## src/rtl/multi_digit_entry.sv

```systemverilog
// Multi-digit BCD keypad entry buffer.
// Collects digit key presses into a shift buffer (newest digit in the low
// nibble). Backspace drops the newest digit, clear discards the entry, and
// enter commits the buffer to 'value' with a one-cycle 'valid' pulse.
// Rejected presses produce a one-cycle 'err' pulse. All outputs are registered.
//
// state     | meaning
// ----------+---------------------------------------------
// S_EMPTY   | no digits held (count == 0)
// S_PARTIAL | some digits held (0 < count < NDIGITS)
// S_FULL    | buffer full (count == NDIGITS), digits rejected
module multi_digit_entry #(
   parameter int       NDIGITS    = 4,
   parameter logic [3:0] BKSP_CODE  = 4'hA,
   parameter logic [3:0] CLEAR_CODE = 4'hB,
   parameter logic [3:0] ENTER_CODE = 4'hC
) (
   input  logic                               clk,
   input  logic                               nrst,
   input  logic                               keystrobe,
   input  logic [3:0]                         keycode,
   output logic                               isdig,
   output logic [3:0]                         digitCode,
   output logic [4*NDIGITS-1:0]               digits,
   output logic [$clog2(NDIGITS+1)-1:0]       count,
   output logic                               full,
   output logic                               empty,
   output logic [4*NDIGITS-1:0]               value,
   output logic                               valid,
   output logic                               err
);

   localparam int CW = $clog2(NDIGITS + 1);
   localparam logic [CW-1:0] CNT_ONE  = CW'(1);
   localparam logic [CW-1:0] CNT_LAST = CW'(NDIGITS - 1);

   // Parameter sanity: digit count in range, control codes distinct and outside 0-9.
   if (NDIGITS < 2 || NDIGITS > 8) begin : g_bad_ndigits
      $error("multi_digit_entry: NDIGITS must be in 2..8");
   end
   if (BKSP_CODE <= 4'd9 || CLEAR_CODE <= 4'd9 || ENTER_CODE <= 4'd9) begin : g_bad_code_digit
      $error("multi_digit_entry: control keycodes must not overlap digits 0-9");
   end
   if (BKSP_CODE == CLEAR_CODE || BKSP_CODE == ENTER_CODE || CLEAR_CODE == ENTER_CODE) begin : g_bad_code_dup
      $error("multi_digit_entry: control keycodes must be distinct");
   end

   typedef enum logic [1:0] {
      S_EMPTY   = 2'd0,
      S_PARTIAL = 2'd1,
      S_FULL    = 2'd2
   } state_t;

   state_t state;

   logic key_is_digit;
   assign key_is_digit = (keycode <= 4'd9);

   // Occupancy flags are pure state decodes so they track the FSM exactly.
   assign full  = (state == S_FULL);
   assign empty = (state == S_EMPTY);

   // Key-press FSM: buffer, count, committed value and per-press pulses.
   always_ff @(posedge clk or negedge nrst) begin
      if (!nrst) begin
         state     <= S_EMPTY;
         digits    <= '0;
         count     <= '0;
         value     <= '0;
         isdig     <= 1'b0;
         digitCode <= 4'h0;
         valid     <= 1'b0;
         err       <= 1'b0;
      end else begin
         isdig     <= 1'b0;
         digitCode <= 4'h0;
         valid     <= 1'b0;
         err       <= 1'b0;

         if (keystrobe) begin
            if (key_is_digit) begin
               // A digit is reported even when the full buffer rejects it.
               isdig     <= 1'b1;
               digitCode <= keycode;
               if (state == S_FULL) begin
                  err <= 1'b1;
               end else begin
                  digits <= {digits[4*NDIGITS-5:0], keycode};
                  count  <= count + CNT_ONE;
                  state  <= (count == CNT_LAST) ? S_FULL : S_PARTIAL;
               end
            end else if (keycode == BKSP_CODE) begin
               if (state == S_EMPTY) begin
                  err <= 1'b1;
               end else begin
                  digits <= {4'h0, digits[4*NDIGITS-1:4]};
                  count  <= count - CNT_ONE;
                  state  <= (count == CNT_ONE) ? S_EMPTY : S_PARTIAL;
               end
            end else if (keycode == CLEAR_CODE) begin
               digits <= '0;
               count  <= '0;
               state  <= S_EMPTY;
            end else if (keycode == ENTER_CODE) begin
               if (state == S_EMPTY) begin
                  err <= 1'b1;
               end else begin
                  value  <= digits;
                  valid  <= 1'b1;
                  digits <= '0;
                  count  <= '0;
                  state  <= S_EMPTY;
               end
            end
            // Unassigned control codes fall through silently.
         end
      end
   end

endmodule

```

## config.mk

```make
export PLATFORM = sky130hd
export DESIGN_NAME = multi_digit_entry
export DESIGN_NICKNAME = d
export VERILOG_FILES = /design/src/rtl/multi_digit_entry.sv
export SDC_FILE = /design/constraint.sdc
export NUM_CORES = 1
export LEC_CHECK = 0
export CAP_MARGIN = 20
export CORE_ASPECT_RATIO = 0.9
export CORE_MARGIN = 1.5
export CORE_UTILIZATION = 49
export CTS_CLUSTER_SIZE = 10
export DETAILED_ROUTE_END_ITERATION = 10
export GPL_TIMING_DRIVEN = 0
export PLACE_DENSITY = 0.79
export SKIP_CTS_REPAIR_TIMING = 1
export SYNTH_ARGS = -nofsm -noshare
export SYNTH_HDL_FRONTEND = slang
export SYNTH_SLANG_ARGS = --single-unit
```

## constraint.sdc

```tcl
create_clock -name clk -period 2.23 [get_ports clk]
set_input_delay 0.3345 -clock clk [delete_from_list [all_inputs] [get_ports clk]]
set_output_delay 0.3345 -clock clk [all_outputs]
set_load 0.03 [all_outputs]
```

==> summary.txt <==
Outcome
  – Status: finished, violations left
  – Violations in the final reports: design-rule violations

Setup path
  – Critical Path Sink Type: flip-flop
  – Source of the worst register-to-register timing path: state[1]$_DFFE_PN0P_
  – Ordered list of cells on the worst path: clkdlybuf4s50_1 > nand2_1 > nor3_1 > and3_1 > buf_4 > buf_6 > mux2_2
  – Category of cells accounting for the largest share of critical-path delay: buffers and inverters
  – Sum of buffers and inverters on the critical path: 3
  – Critical path required time: 2.41 ns
  – Peak fanout along the critical path: 10
  – Critical Setup Path Class: input pin to flip-flop
  – Endpoint of the worst register-to-register path: digits[7]$_DFFE_PN0P_
  – Setup crit start kind: input pin
  – Highest-delay cell along the critical path: clkdlybuf4s50_1
  – CP Data Arrival Time: 2.15 ns
  – Minimum setup slack among reg-to-reg paths: 0.50 ns
  – Number of cells on the worst reg-to-reg path: 5
  – Largest stage delay on the critical path: 0.62 ns

Synthesis
  – Number of instances in the synthesized netlist: 157
  – Post-synth net total: 168
  – Synth Area per Inst: roughly 13 sq um
  – Syn Std Cell Area: 0.00207 sq mm
  – Seq cells post-synth: 44
  – Warnings from Yosys: 0
  – Top FF cell, synth: dfrtp_1
  – Async S/R FF share, synth: 100%
  – Number of library cell types mapped by synthesis: 29
  – Number of synthesized flops with an enable pin: 0
  – Sequential fraction of the synthesis area: 53.1%

Die
  – Initial Util: 50.9%
  – Height of the chip: 64.7 microns
  – Die Wd: 71.6 microns
  – I/O pin count: between 50 and 60
  – Area inside the core boundary: just over 0.004 sq mm
  – Row count: 22
  – Die Outline Area: 0.00463 sq mm

GRT
  – Initial antenna violation count: 0
  – GR Overflow Total: 0
  – Pin count of the biggest net entering global routing: 29
  – Total track usage: 20.3%
  – Via count of the first global-routing pass: 1468
  – Wire length of the first global-routing pass: 7.20 mm

Power and ir drop
  – Pwr Total: ~3400 uW
  – Worst ir drop on vdd: just under 0.6 mV
  – Ratio of total power to cell area: 1240 mW/mm^2
  – Leakage: approximately 0.0013 uW

Final layout
  – Utilization after layout: 67.7%
  – Post-synthesis to final-layout area growth: 33.0%
  – Commonest non-fill, non-tap cell in the layout: clkdlybuf4s50_1
  – Area taken by flip-flops and latches: 0.00110 sq mm
  – Ant. Diodes: 0
  – Final net count: ~230
  – Area of the multi-input gates: 857 sq um
  – Non-filler cells in the finished layout: roughly 260
  – Fraction of layout instances using a drive strength above 1: 23.1%
  – Top library cells by usage in the layout, fill and taps aside: clkdlybuf4s50_1, dfrtp_1, mux2_2
  – Fill cell instance count of the final layout: 309

Route
  – Wire length reported by the detailed router: 4.22 mm
  – First DRT Iteration DRCs: 99
  – DR vias: 1438
  – First drt pass iteration count: 7
  – DR vias/cell: 5.45
  – Detailed-route wire length per cell: 16.0 microns
  – Count of antenna-violating nets left after detailed routing: 0
  – Detailed-route DRC error count: 5

Run
  – Number of max-capacitance violations reported: 0

Clock network
  – CTS sink count: 44
  – CTS Root Buffer Type: clkbuf_8
  – Register clock-pin slew on the reported worst setup and hold paths: 0.08 ns
  – Clock network latency to the later pin of the worst-skew pair: 0.30 ns
  – Buffer levels on the longest clock path: 2
  – Total clock buffers created by CTS: 5
  – Depth of the CTS H-tree: 2
  – Clock tree from TritonCTS: yes

STA
  – Tightest Pin Transition: 0.484 ns
  – Slew Limit Fails: 0
  – Relative slew slack: 67.7%
  – Top achievable clock speed: 508 MHz
  – Time the worst path needs with I/O delays and setup: 1.97 ns
  – Final hold violation count: 0
  – Final Cycle Share: 88.3%
  – RSZ-0062 raised after global routing: false
  – Final worst clock skew: 0.00594 ns
  – Total of endpoints with negative setup slack in the final report: 0

Place
  – Count of input and output buffers: 50
  – HPWL Detailed: 3.04 mm
  – Dpl cells: 256
  – Gp weighted congestion: 0.796

Worst hold path
  – Kind of path behind the tightest hold check: input pin to asynchronous set/reset pin
sequential cells by signal (all words and copies together) (netlist names):
| register | count |
|---|---|
| count | 3 |
| state | 2 |
| digits | 16 |
| valid | 1 |
| isdig | 1 |
| digitCode | 4 |
| err | 1 |
| value | 16 |
per-layer routing:
| metal | share of wire (%) | track usage [%] |
|---|---|---|
| met4 | 1.8 | 8.02 |
| met2 | 49 | 33.5 |
| met5 | 0 | 0 |
| met3 | 3.8 | 4.35 |
| met1 | 45 | 26.3 |
worst max path at each step:
stage                          from                      to  slack (ns)  depth (start not counted)
3_3_place_gp                   nrst   value[15]$_DFFE_PN0P_       -0.23                          1
4_1_cts        state[1]$_DFFE_PN0P_                   empty    -0.00007                          3
5_1_grt                  keycode[2]    count[0]$_DFFE_PN0P_        0.16                          6
6_report                 keycode[2]   value[15]$_DFFE_PN0P_        0.26                          7
3_5_place_dp             keycode[2]   digits[8]$_DFFE_PN0P_       -0.03                          6
2_1_floorplan  state[1]$_DFFE_PN0P_  digits[10]$_DFFE_PN0P_        0.55                          5
cell usage after synthesis, types with 2 or more instances:
library cell  instances  area (sq um)
a22o_1               10          87.6
mux2i_1               8          80.1
nor3b_1               2          15.0
o21ai_0               8          40.0
ha_1                  4          50.1
dfrtp_1              44          1100
mux2_4               12           180
nor2_1                4          15.0
mux2_2               17           191
inv_1                12          45.0
buf_2                 3          15.0
buf_6                 4          45.0
nand2_1              10          37.5
and3_1                3          18.8
o21a_1                2          15.0
area by class of cell:
class / instances / area share, %
repair buffers: 52 / 19.1
inverters: 12 / 1.63
plain buffers: 9 / 2.59
flip-flops and latches: 44 / 39.9
multi-input cells: 92 / 31.1
well taps: 48 / 2.18
clock buffers: 7 / 3.49
cell families after synthesis:
logic type                 count (synthesis)  synth area share (%)
muxes                                     37                  21.8
and+or+nand+nor                           25                  7.00
buffers and inverters                     21                  5.61
DFF                                       44                  53.1
adders and majority gates                  4                  2.41
AOI/OAI and AO/OA                         26                  10.1
per-stage QoR:
stage	cell area, sq um	hold slack (ns)	setup TNS [ns]	setup WS, ns
after floorplan	2070	0.0389	0	0.554
after global placement	2640	0.489	-9.85	-0.226
after detailed placement	2650	0.304	-0.360	-0.0282
after CTS	2750	-0.0187	-0.0000677	-0.0000677
after global routing	2760	0.529	0	0.156
final	2760	0.507	0	0.261
report_power, final:
part           leakage (uW)  internal (uW)  switching (uW)  total (uW)
Combinational      0.000648            771             853        1620
Sequential         0.000586           1040             230        1270
Clock             0.0000503            276             257         532
(Power assumes the default switching activity.)
